==> src/rtl/bcd_pkg.sv <==
// Shared types and constants for the sequential binary-to-BCD converter.
// Latency: n/a (declarations only).
// Backpressure: n/a.
package bcd_pkg;

    typedef enum logic [1:0] {
        ST_IDLE  = 2'd0,
        ST_SHIFT = 2'd1,
        ST_DONE  = 2'd2
    } state_t;

    localparam logic [3:0] BCD_ADJ_THRESH = 4'd5;
    localparam logic [3:0] BCD_ADJ_ADD    = 4'd3;

    // Bit counter width; a 1-bit input still needs a 1-bit counter.
    function automatic int bcd_cnt_w(input int bin_w);
        return ($clog2(bin_w) > 0) ? $clog2(bin_w) : 1;
    endfunction

endpackage

==> src/rtl/bcd_digit_adj.sv <==
// Add-3 correction for one BCD digit ahead of the left shift.
// Latency: combinational.
// Backpressure: none.
module bcd_digit_adj
    import bcd_pkg::*;
(
    input  logic [3:0] din,
    output logic [3:0] dout
);

    always_comb begin
        dout = din;
        if (din >= BCD_ADJ_THRESH)
            dout = din + BCD_ADJ_ADD;
    end

endmodule

==> src/rtl/bcd_seq_conv.sv <==
// Sequential shift-and-add-3 binary-to-BCD converter, one input bit per clock; BCD_SEQ_BLANK_EN adds a leading-zero mask.
// Latency: BIN_W cycles accept-to-out_valid, one result per BIN_W+2 cycles.
// Backpressure: result held in DONE until out_ready; in_ready low from accept until the output handshake.
module bcd_seq_conv
    import bcd_pkg::*;
#(
    parameter int BIN_W  = 10,
    parameter int DIGITS = 4
) (
    input  logic                  clk,
    input  logic                  reset_n,
    input  logic                  in_valid,
    output logic                  in_ready,
    input  logic [BIN_W-1:0]      binary,
    output logic                  out_valid,
    input  logic                  out_ready,
    output logic [4*DIGITS-1:0]   bcd,
    output logic                  ovf,
    output logic [DIGITS-1:0]     blank
);

    localparam int CNT_W = bcd_cnt_w(BIN_W);

    state_t               state;
    logic [CNT_W-1:0]     count;
    logic [BIN_W-1:0]     shreg;
    logic [4*DIGITS-1:0]  dig;
    logic [4*DIGITS-1:0]  adj;
    logic [4*DIGITS-1:0]  dig_nxt;
    logic                 ovf_nxt;

    genvar g;
    generate
        for (g = 0; g < DIGITS; g++) begin : g_adj
            bcd_digit_adj u_adj (
                .din  (dig[4*g +: 4]),
                .dout (adj[4*g +: 4])
            );
        end
    endgenerate

    // The digit chain and shift register move as one wide left shift;
    // whatever falls off the top digit is a lost decimal carry.
    always_comb begin
        dig_nxt = {adj[4*DIGITS-2:0], shreg[BIN_W-1]};
        ovf_nxt = ovf | adj[4*DIGITS-1];
    end

`ifdef BCD_SEQ_BLANK_EN
    logic [DIGITS-1:0] blank_q;
    logic [DIGITS-1:0] blank_nxt;
    logic              zero_run;

    // Walk down from the top digit; a digit blanks only while everything above it is zero.
    always_comb begin
        blank_nxt = '0;
        zero_run  = 1'b1;
        for (int k = DIGITS - 1; k >= 1; k--) begin
            zero_run     = zero_run && (dig_nxt[4*k +: 4] == 4'd0);
            blank_nxt[k] = zero_run && !ovf_nxt;
        end
    end

    assign blank = blank_q;
`else
    assign blank = '0;
`endif

    always_ff @(posedge clk or negedge reset_n) begin
        if (!reset_n) begin
            state     <= ST_IDLE;
            in_ready  <= 1'b1;
            out_valid <= 1'b0;
            count     <= '0;
            shreg     <= '0;
            dig       <= '0;
            ovf       <= 1'b0;
`ifdef BCD_SEQ_BLANK_EN
            blank_q   <= '0;
`endif
        end else begin
            case (state)
                ST_IDLE: begin
                    if (in_valid) begin
                        shreg    <= binary;
                        dig      <= '0;
                        ovf      <= 1'b0;
                        count    <= CNT_W'(BIN_W - 1);
                        in_ready <= 1'b0;
                        state    <= ST_SHIFT;
`ifdef BCD_SEQ_BLANK_EN
                        blank_q  <= '0;
`endif
                    end
                end
                ST_SHIFT: begin
                    shreg <= shreg << 1;
                    dig   <= dig_nxt;
                    ovf   <= ovf_nxt;
                    if (count == '0) begin
                        out_valid <= 1'b1;
                        state     <= ST_DONE;
`ifdef BCD_SEQ_BLANK_EN
                        blank_q   <= blank_nxt;
`endif
                    end else begin
                        count <= count - 1'b1;
                    end
                end
                ST_DONE: begin
                    if (out_ready) begin
                        out_valid <= 1'b0;
                        in_ready  <= 1'b1;
                        state     <= ST_IDLE;
                    end
                end
                default: begin
                    out_valid <= 1'b0;
                    in_ready  <= 1'b1;
                    state     <= ST_IDLE;
                end
            endcase
        end
    end

    assign bcd = dig;

endmodule

==> config.mk <==
export PLATFORM = sky130hd
export DESIGN_NAME = bcd_seq_conv
export DESIGN_NICKNAME = d
export VERILOG_FILES = /design/src/rtl/bcd_pkg.sv /design/src/rtl/bcd_digit_adj.sv /design/src/rtl/bcd_seq_conv.sv
export SDC_FILE = /design/constraint.sdc
export NUM_CORES = 1
export LEC_CHECK = 0
export ABC_AREA = 0
export CAP_MARGIN = 20
export CORE_MARGIN = 2
export CORE_UTILIZATION = 56
export CTS_BUF_LIST = sky130_fd_sc_hd__clkbuf_4 sky130_fd_sc_hd__clkbuf_8 sky130_fd_sc_hd__clkbuf_16
export CTS_CLUSTER_DIAMETER = 50
export CTS_CLUSTER_SIZE = 12
export DETAILED_ROUTE_END_ITERATION = 8
export DONT_BUFFER_PORTS = 1
export PLACE_DENSITY = 0.7
export SLEW_MARGIN = 20
export SYNTH_ARGS = -nofsm -noshare
export SYNTH_HDL_FRONTEND = slang
export SYNTH_SLANG_ARGS = --single-unit
==> constraint.sdc <==
create_clock -name clk -period 1.4 [get_ports clk]
set_input_delay 0.14 -clock clk [delete_from_list [all_inputs] [get_ports clk]]
set_output_delay 0.14 -clock clk [all_outputs]
set_load 0.03 [all_outputs]
==> results of run 1 <==
[kinds of logic after synthesis]
| family | count (synthesis) |
|---|---|
| AO/OA/AOI/OAI | 71 |
| flip-flops | 35 |
| adder cells (fa/ha/maj) | 9 |
| buffers and inverters | 33 |
| XOR/XNOR | 4 |
| AND/OR/NAND/NOR | 44 |
| other | 1 |
| multiplexers | 3 |
[area by class of cell]
class / instances / area, um2
Sequential cell: 35 / 888
Clock buffer: 5 / 37.5
Tap cell: 46 / 57.6
Inverter: 19 / 71.3
Fill cell: 272 / 905
Multi-Input combinational cell: 135 / 1060
Clock inverter: 3 / 15.0
Timing Repair Buffer: 39 / 333
[placed cells by master, fill, tap and decap left out, types with 2 or more instances in the layout]
cell / n
a21oi_1: 3
nand2b_1: 7
o211ai_1: 4
o21ai_1: 2
inv_1: 10
a32o_1: 5
conb_1: 4
inv_2: 9
ha_2: 3
o2111ai_1: 8
dfrtp_1: 25
nor2b_1: 3
o21a_1: 5
o21ai_0: 17
ha_1: 3
xnor2_1: 4
buf_12: 2
mux2i_1: 3
o31ai_1: 5
nor2b_4: 4
ha_4: 3
buf_4: 31
nor2_1: 4
clkbuf_4: 5
a22oi_1: 10
clkinv_2: 3
o32ai_2: 3
dlygate4sd3_1: 6
o221ai_1: 3
dfrtp_2: 9
nand2_1: 21
[layer usage]
metal  vias up  routed length (um)
li1        788                   -
met1       829                2000
met2        48                2300
met3         8                 198
met4         0                  73
met5         -                   0
[flip-flops by register name (all words and copies together) (netlist names)]
| name | cells |
|---|---|
| ovf | 1 |
| state | 2 |
| in_ready | 1 |
| count | 4 |
| shreg | 10 |
| bcd | 16 |
| out_valid | 1 |
[report_power, final]
| part | leakage, nW | switching (mW) | internal (mW) | total [mW] |
|---|---|---|---|---|
| registers | 0.431 | 0.475 | 1.48 | 1.96 |
| clock network | 0.0347 | 0.344 | 0.187 | 0.531 |
| logic | 0.604 | 2.12 | 1.76 | 3.88 |
| total | 1.07 | 2.94 | 3.43 | 6.37 |
[how the worst min path moves through the flow]
stage          startpoint                   end  slack [ns]
5_1_grt         binary[6]  shreg[6]$_DFFE_PN0P_        0.03
3_3_place_gp      reset_n  shreg[5]$_DFFE_PN0P_       -0.15
6_report        binary[6]  shreg[6]$_DFFE_PN0P_       0.009
3_5_place_dp      reset_n  shreg[5]$_DFFE_PN0P_       -0.15
4_1_cts         binary[6]  shreg[6]$_DFFE_PN0P_       0.003
2_1_floorplan     reset_n    bcd[0]$_DFFE_PN0P_       -0.16
[timing repair]
| action | CTS | global route |
|---|---|---|
| pin swaps | 1 | 7 |
| hold buffers | 7 | 0 |
| setup endpoints to repair | 4 | 25 |
| gates cloned | 0 | 0 |
| setup buffers | 1 | 1 |
| resized for setup | 7 | 28 |
| endpoints found under the hold margin | 41 | 0 |
[per-stage QoR]
stage,std cells,utilization (%)
floorplan,203,-
detailed placement,265,65.2
CTS,281,70.1
finish,282,73.1
global placement,265,65.2
global route,282,73.1
==> impl_results.md, run 1 <==
- Via density: 5.93
- Die H: 63.5 um
- Post-synthesis cell count: 200
- Min-delay worst type: input port to flip-flop
- Diode count: 0
- Status: finished with violations
- H-tree depth reported by CTS: 2
- CTS tree: done
- Yosys warns: 0
- Critical path fanouts, max: 3
- RR Endpoint: count[0]$_DFFE_PN0P_
- Clk_skew: 0.00616 ns
- RePlAce Congestion: 0.858
- CTS Sinks: 35
- Multiplexer area fraction after synthesis: 1.52%
- Tmin final: 1.40 ns
- Max Slew Vio Count: 0
- Main flop type after synthesis: dfrtp_1
- Max Root-Sink Buffers: 2
- Synth area leader: dfrtp_1
- Post-synth top area share: 43.0%
- Post-synth top cells: dfrtp_1, nand2_1, inv_1, o21ai_0, a22oi_1
- Reg2Reg Setup Slack: -0.003 ns
- DR iter-0 viols: 95
- Top delay family on crit path: flip-flops
- Max-cap violation count: 0
- Cell Pwr Density: 2590 mW/mm2
- IO Port Bufs: 0
- Final setup violation count: 1
- Fin crit share: 100%
- Worst Setup EP: count[0]$_DFFE_PN0P_
- EDFF count, synth: 0
- Total GRT Usage: 23.5%
- Vias in the first global route: 1,675
- Critical Path Stages: 5
- Wirelength, routed: 4580 um
- Crit path launch type: flip-flop
- Synth Area per Inst: 9.90 um2
- Clock root cell: clkbuf_4
- Die area: 0.00403 mm2
- Die Wd: 63.5 um
- Static Leak: 1.07 nW
- Max frequency: 713 MHz
- FF+latch count, synth: 35
- Setup ws final: -0.00305 ns
- Sequential area share after synthesis: 44.3%
- Num CTS Buffers: 5
- Top-count cell post-synth: dfrtp_1
- Ys async rst share: 100%
- Design area: 0.00246 mm2
- Complex-gate fraction of the synthesized area: 26.4%
- Tot Pwr: 6.37 mW
- Worst Hold Slack: 0.00948 ns
- Initial core utilization: 58.9%
- Detail Route Antenna Nets: 0
- DP Worst Slack: -0.0897 ns
- DP Area: 0.00219 mm2
- Met1 Resource Use GR: 29.3%
- Synth Area in Adders: 5.69%
- Layout Nets: 258
- Core outline area: 0.00336 mm2
- Top post-synthesis cells by area: dfrtp_1, ha_1, o21ai_0
- Launch point of the critical path: count[1]$_DFFE_PN0P_
- Drt wl/cell: 16.2 um
- Top-level port count: 37
- Cell chain of the critical path: inv_2 -> ha_4 -> nor3b_4 -> mux2i_1 -> a22oi_1
- Gr ovfl total: 0
- Via count: 1,673
- Grt met3 use: 5.54%
- Critical path required time: 1.60 ns
- Synth Area in Simple Gates: 11.3%
- Critical R2R Launch: count[1]$_DFFE_PN0P_
- GR peak layer: met2
- Crit path buf inv count: 1
- Clock-pin slew on the worst setup and hold paths: 0.11 ns
- Crit end category: flip-flop
- Drt pass-1 iters: 4
- Post-Syn Area: 0.00198 mm2
- Initial antenna violation count: 0
- Layout Area Growth over Synthesis: 24.2%
- Share of cells above drive strength 1: 33.5%
- Remaining DRCs: 0
- CP Data Arrival Time: 1.60 ns
- Failing checks: negative setup slack
- Post-synthesis cell type count: 35
- First-pass GRT wire length: 7430 um
- Xor and xnor area share after synthesis: 1.77%
- Met2 usage: 38.6%
- Setup_tns: -0.00305 ns
- CP max stage delay: 0.43 ns
- Hold Crit Depth: 2
- RSZ-0062 raised after global routing: true
- Max IR drop VDD: 1520 uV
- Slowest-stage cell, CP: dfrtp_1
- Largest net degree at the start of global routing: 36
- CP Class: flip-flop to flip-flop
- Skew-Pair Late Insertion Delay: 0.34 ns
- Rows: 21
- Fin. Hold Viols: 0
- Worst Reg-to-Reg Cells: 5
- Largest family of logic cells by synthesized area: compound AO/OA/AOI/OAI gates
- HPWL reported at the end of detailed placement: 2940 um
No activity file was read; power rests on OpenSTA's default activity.
==> run 2: changes to the inputs <==
--- a/config.mk
+++ b/config.mk
@@ -5,7 +5,7 @@
 export SDC_FILE = /design/constraint.sdc
 export NUM_CORES = 1
 export LEC_CHECK = 0
-export ABC_AREA = 0
+export ABC_AREA = 1
 export CAP_MARGIN = 20
 export CORE_MARGIN = 2
 export CORE_UTILIZATION = 56
==> impl_results.md, run 2 <==
- Fin. Hold Viols: 0
- Sequential area share after synthesis: 44.6%
- Clk_skew: 0.00478 ns
- Worst Reg-to-Reg Cells: 7
- Slowest-stage cell, CP: dfrtp_1
- Hold Crit Depth: 4
- CP Data Arrival Time: 1.56 ns
- Most frequent cells in the layout: nand2_1, inv_1, dfrtp_1
- Tmin final: 1.29 ns
- CTS Sinks: 35
- Top-level port count: 37
- Detail Route Antenna Nets: 0
- Post-synthesis cell count: 262
- Max Slew Vio Count: 0
- Synth Area per Inst: 7.50 um2
- Status: completed
- Via density: 5.14
- Max Root-Sink Buffers: 2
- Initial core utilization: 58.4%
- Core outline area: 0.00336 mm2
- Diode count: 0
- Post-synth top cells: nand2_1, dfrtp_1, inv_1
- Total GRT Usage: 21.6%
- Rows: 21
- Gr ovfl total: 0
- Clock-pin slew on the worst setup and hold paths: 0.10 ns
- Layout Nets: 311
- Critical path fanouts, max: 4
- Largest net degree at the start of global routing: 36
- Ys async rst share: 100%
- Num CTS Buffers: 5
- CTS tree: done
- Max IR drop VDD: 1380 uV
- Vias in the first global route: 1,581
- Min-delay worst type: input port to flip-flop
- Layout Area Growth over Synthesis: 15.7%
- Share of cells above drive strength 1: 14.5%
- Design area: 0.00227 mm2
- Post-synth top area share: 43.3%
- Die H: 63.2 um
- FF+latch count, synth: 35
- H-tree depth reported by CTS: 2
- Clock root cell: clkbuf_4
- Post-Syn Area: 0.00196 mm2
- Synth area leader: dfrtp_1
- Crit end category: flip-flop
- Remaining DRCs: 0
- EDFF count, synth: 0
- Setup_tns: 0 ns
- Final Non-Filler Cells: 335
- Max reg flops: 16
- Initial antenna violation count: 0
- Post-synthesis cell type count: 20
- Crit path launch type: flip-flop
- Skew-Pair Late Insertion Delay: 0.34 ns
- Top-count cell post-synth: nand2_1
- CP Class: flip-flop to flip-flop
- Critical path required time: 1.67 ns
- RSZ-0062 raised after global routing: false
- Static Leak: 1.21 nW
- Yosys warns: 0
- Max-cap violation count: 0
- Main flop type after synthesis: dfrtp_1
- Drt pass-1 iters: 4
- HPWL reported at the end of detailed placement: 2750 um
- IO Port Bufs: 0
- Cell chain of the critical path: inv_1 -> ha_1 -> inv_1 -> nand2_1 -> nand3_2 -> nand2_1 -> o21ai_0
- Die area: 0.00400 mm2
- Wirelength, routed: 3880 um
- RePlAce Congestion: 0.885
- Drt wl/cell: 11.6 um
- Top post-synthesis cells by area: dfrtp_1, nand2_1, inv_1
- Fin crit share: 92.1%
- CP max stage delay: 0.40 ns
- DP Area: 0.00213 mm2
- Commonest non-fill, non-tap cell in the layout: nand2_1
- Max frequency: 775 MHz
- Cell Pwr Density: 2680 mW/mm2
- Die Wd: 63.2 um
- Final setup violation count: 0
- First-pass GRT wire length: 6780 um
- DR iter-0 viols: 106
- Placed insts: 322
- Via count: 1,721
run 2: cell count changes after synthesis, moves of 7 or more:
cell,change
o21ai_1,+10
nand2b_1,-7
inv_1,+15
nand4_1,+9
nand2_1,+71
o2111ai_1,-8
a22oi_1,-10
nor2b_1,-7
nand3_1,+22
run 2: report_power, final:
part / leakage, nW / total [mW] / internal [mW] / switching (mW)
registers: 0.436 / 1.91 / 1.49 / 0.414
clock network: 0.0420 / 0.648 / 0.315 / 0.334
logic: 0.736 / 3.55 / 1.29 / 2.25
total: 1.21 / 6.10 / 3.10 / 3.00
run 2: cell families after synthesis:
logic type | synth area share (%)
AND/OR/NAND/NOR | 28.7
buffers and inverters | 10.9
flip-flops | 44.7
adder cells (fa/ha/maj) | 5.73
AO/OA/AOI/OAI | 9.87
other | 0.191
run 2: worst paths after layout:
check                                      from                    to  slack (ns)
max                          bcd[4]$_DFFE_PN0P_    bcd[8]$_DFFE_PN0P_        0.11
min                                   binary[2]  shreg[2]$_DFFE_PN0P_        0.03
max reg2reg                  bcd[4]$_DFFE_PN0P_    bcd[8]$_DFFE_PN0P_        0.11
min reg2reg                count[0]$_DFFE_PN0P_  count[0]$_DFFE_PN0P_        0.52
max in group asynchronous               reset_n  in_ready$_DFFE_PN1P_        0.92
min in group asynchronous               reset_n   bcd[12]$_DFFE_PN0P_        0.23
run 2: final cells by class:
class | instances | area [um2]
Clock buffer | 8 | 72.6
Fill cell | 309 | 1090
Multi-Input combinational cell | 184 | 902
Tap cell | 46 | 57.6
Inverter | 36 | 135
Timing Repair Buffer | 26 | 228
Sequential cell | 35 | 878
run 2: layer usage:
layer | part of all wire (%) | track usage (%)
met5 | 0 | 0
met4 | 1.7 | 10.3
met3 | 6.6 | 7.68
met2 | 47 | 35.0
met1 | 44 | 25.5
run 2: stage by stage:
stage / utilization [%] / hold WS, ns / setup WS, ns / power, mW
floorplan: - / -0.156 / 0.00436 / 4.54
global placement: 63.2 / -0.155 / 0.101 / 5.34
detailed placement: 63.2 / -0.155 / 0.0881 / 5.40
CTS: 66.9 / 0.0222 / 0.0668 / 6.11
global route: 67.6 / 0.0569 / 0.00381 / 6.74
finish: 67.6 / 0.0272 / 0.110 / 6.10
run 2: timing repair:
action / 4_1_cts / 5_1_grt
endpoints found under the setup margin: 0 / 11
gates resized for setup: 0 / 5
setup buffers: 0 / 1
hold endpoints to repair: 39 / 0
hold buffers: 4 / 0
run 2: critical path, delay by kind of cell (launching register included):
family                     cells  cell delay, ns
DFF                            1            0.40
and+or+nand+nor                3            0.29
adders and majority gates      1            0.20
buffers and inverters          2            0.18
AOI/OAI and AO/OA              1            0.15
==> run 3: changes to the inputs <==
--- a/config.mk
+++ b/config.mk
@@ -5,7 +5,6 @@
 export SDC_FILE = /design/constraint.sdc
 export NUM_CORES = 1
 export LEC_CHECK = 0
-export ABC_AREA = 1
 export CAP_MARGIN = 20
 export CORE_MARGIN = 2
 export CORE_UTILIZATION = 56
@@ -15,6 +14,7 @@
 export DETAILED_ROUTE_END_ITERATION = 8
 export DONT_BUFFER_PORTS = 1
 export PLACE_DENSITY = 0.7
+export RECOVER_POWER = 25
 export SLEW_MARGIN = 20
 export SYNTH_ARGS = -nofsm -noshare
 export SYNTH_HDL_FRONTEND = slang
==> impl_results.md, run 3 (same netlist as run 1, synthesis figures left out) <==
- Status: completed
- Max Slew Vio Count: 0
- Initial antenna violation count: 0
- CTS Sinks: 35
- Wirelength, routed: 4600 um
- Clock-pin slew on the worst setup and hold paths: 0.11 ns
- Fill cells: 274
- Tmin final: 1.39 ns
- Largest net degree at the start of global routing: 36
- Gr ovfl total: 0
- Max IR drop VDD: 1530 uV
- Die Wd: 63.5 um
- Diode count: 0
- RePlAce Congestion: 0.858
- First-pass GRT wire length: 7430 um
- CP Data Arrival Time: 1.59 ns
- Clk_skew: 0.00537 ns
- Max-cap violation count: 0
- Final setup violation count: 0
- IO Port Bufs: 0
- Rows: 21
- DP Area: 0.00219 mm2
- Design area: 0.00244 mm2
- Via density: 5.89
- Static Leak: 1.06 nW
- Fin crit share: 99.3%
- Fin. Hold Viols: 0
- Share of cells above drive strength 1: 33.5%
- Vias in the first global route: 1,675
- Top-level port count: 37
- Max Root-Sink Buffers: 2
- Cell Pwr Density: 2610 mW/mm2
- Max frequency: 720 MHz
- Via count: 1,662
- CTS tree: done
- Core outline area: 0.00336 mm2
- Min-delay worst type: input port to flip-flop
- Drt pass-1 iters: 4
- Crit path launch type: flip-flop
- CP Class: flip-flop to flip-flop
- Critical path required time: 1.60 ns
- Initial core utilization: 58.9%
- Total GRT Usage: 23.5%
- Skew-Pair Late Insertion Delay: 0.34 ns
- Num CTS Buffers: 5
- Die area: 0.00403 mm2
- Detail Route Antenna Nets: 0
- Layout Nets: 258
- Tightest Pin Transition: 0.865 ns
- Sequential Area: 888 um2
- Tot Pwr: 6.37 mW
- H-tree depth reported by CTS: 2
- Remaining DRCs: 0
- DR iter-0 viols: 88
- Multi-input logic area: 0.00106 mm2
- Layout Area Growth over Synthesis: 23.5%
- Die H: 63.5 um
- Critical path fanouts, max: 3
- Drt wl/cell: 16.3 um
- Clock root cell: clkbuf_4
- HPWL reported at the end of detailed placement: 2940 um
- Relative slew slack: 42.4%
- Commonest non-fill, non-tap cell in the layout: buf_4
- RSZ-0062 raised after global routing: true
- Max reg flops: 16
- Crit end category: flip-flop
- Most frequent cells in the layout: buf_4, dfrtp_1, nand2_1
## run 3: changes by cell type in the layout (fill, tap and decap cells not counted), sizes merged, moves of 6 or more
cell / before / now
nand3: 22 / 0
nand2: 93 / 21
o2111ai: 0 / 8
nor2b: 0 / 8
nand4: 9 / 0
o21ai: 25 / 19
a22oi: 0 / 10
inv: 36 / 19
nand2b: 0 / 7
buf: 23 / 32
nor2: 10 / 4
## run 3: timing repair
action / in CTS / in global routing
hold endpoints to repair: 41 / 0
setup buffers: 1 / 1
gates resized for setup: 7 / 28
endpoints found under the setup margin: 4 / 25
pin swaps: 1 / 7
hold buffers: 7 / 0
## run 3: per-layer routing
metal	vias to the layer above	global-route usage (%)	wire length, um
li1	789	-	-
met1	818	29.3	2010
met2	47	38.6	2320
met3	8	5.54	203
met4	0	10.6	74
met5	-	0	0
## run 3: final timing paths
| check | from | to | cells after the start | slack, ns |
|---|---|---|---|---|
| max | count[1]$_DFFE_PN0P_ | count[0]$_DFFE_PN0P_ | 5 | 0.01 |
| min | binary[6] | shreg[6]$_DFFE_PN0P_ | 2 | 0.008 |
| max reg2reg | count[1]$_DFFE_PN0P_ | count[0]$_DFFE_PN0P_ | 5 | 0.01 |
| min reg2reg | shreg[4]$_DFFE_PN0P_ | shreg[4]$_DFFE_PN0P_ | 2 | 0.50 |
| max in group asynchronous | reset_n | bcd[12]$_DFFE_PN0P_ | 2 | 0.34 |
| min in group asynchronous | reset_n | shreg[6]$_DFFE_PN0P_ | 2 | 0.46 |
## run 3: power breakdown
part	internal [mW]	leakage [nW]	switching, mW
sequential	1.48	0.431	0.474
combinational	1.75	0.599	2.12
clock	0.187	0.0347	0.351
## run 3: area by class of cell
class / instances / share of cell area, %
clock inverter: 3 / 0.614
timing repair buffer: 39 / 13.0
multi-input combinational: 135 / 43.2
sequential: 35 / 36.4
tap: 46 / 2.36
inverter: 19 / 2.92
clock buffer: 5 / 1.54
## run 3: per-stage QoR
stage	hold WS, ns	instances	TNS, ns	setup WS (ns)	util (%)
global route	0.0328	282	-0.174	-0.0467	72.7
finish	0.00791	282	0	0.0104	72.7
detailed placement	-0.155	265	-0.0985	-0.0897	65.2
floorplan	-0.156	203	0	0.00424	-
global placement	-0.155	265	0	0.0417	65.2
CTS	0.00293	281	0	0.000118	70.1
## run 3: critical path, stage by stage (launching register included)
cell	delay (ns)
dfrtp_1	0.42
inv_2	0.09
ha_4	0.13
nor3b_4	0.26
mux2i_1	0.25
a22oi_1	0.10
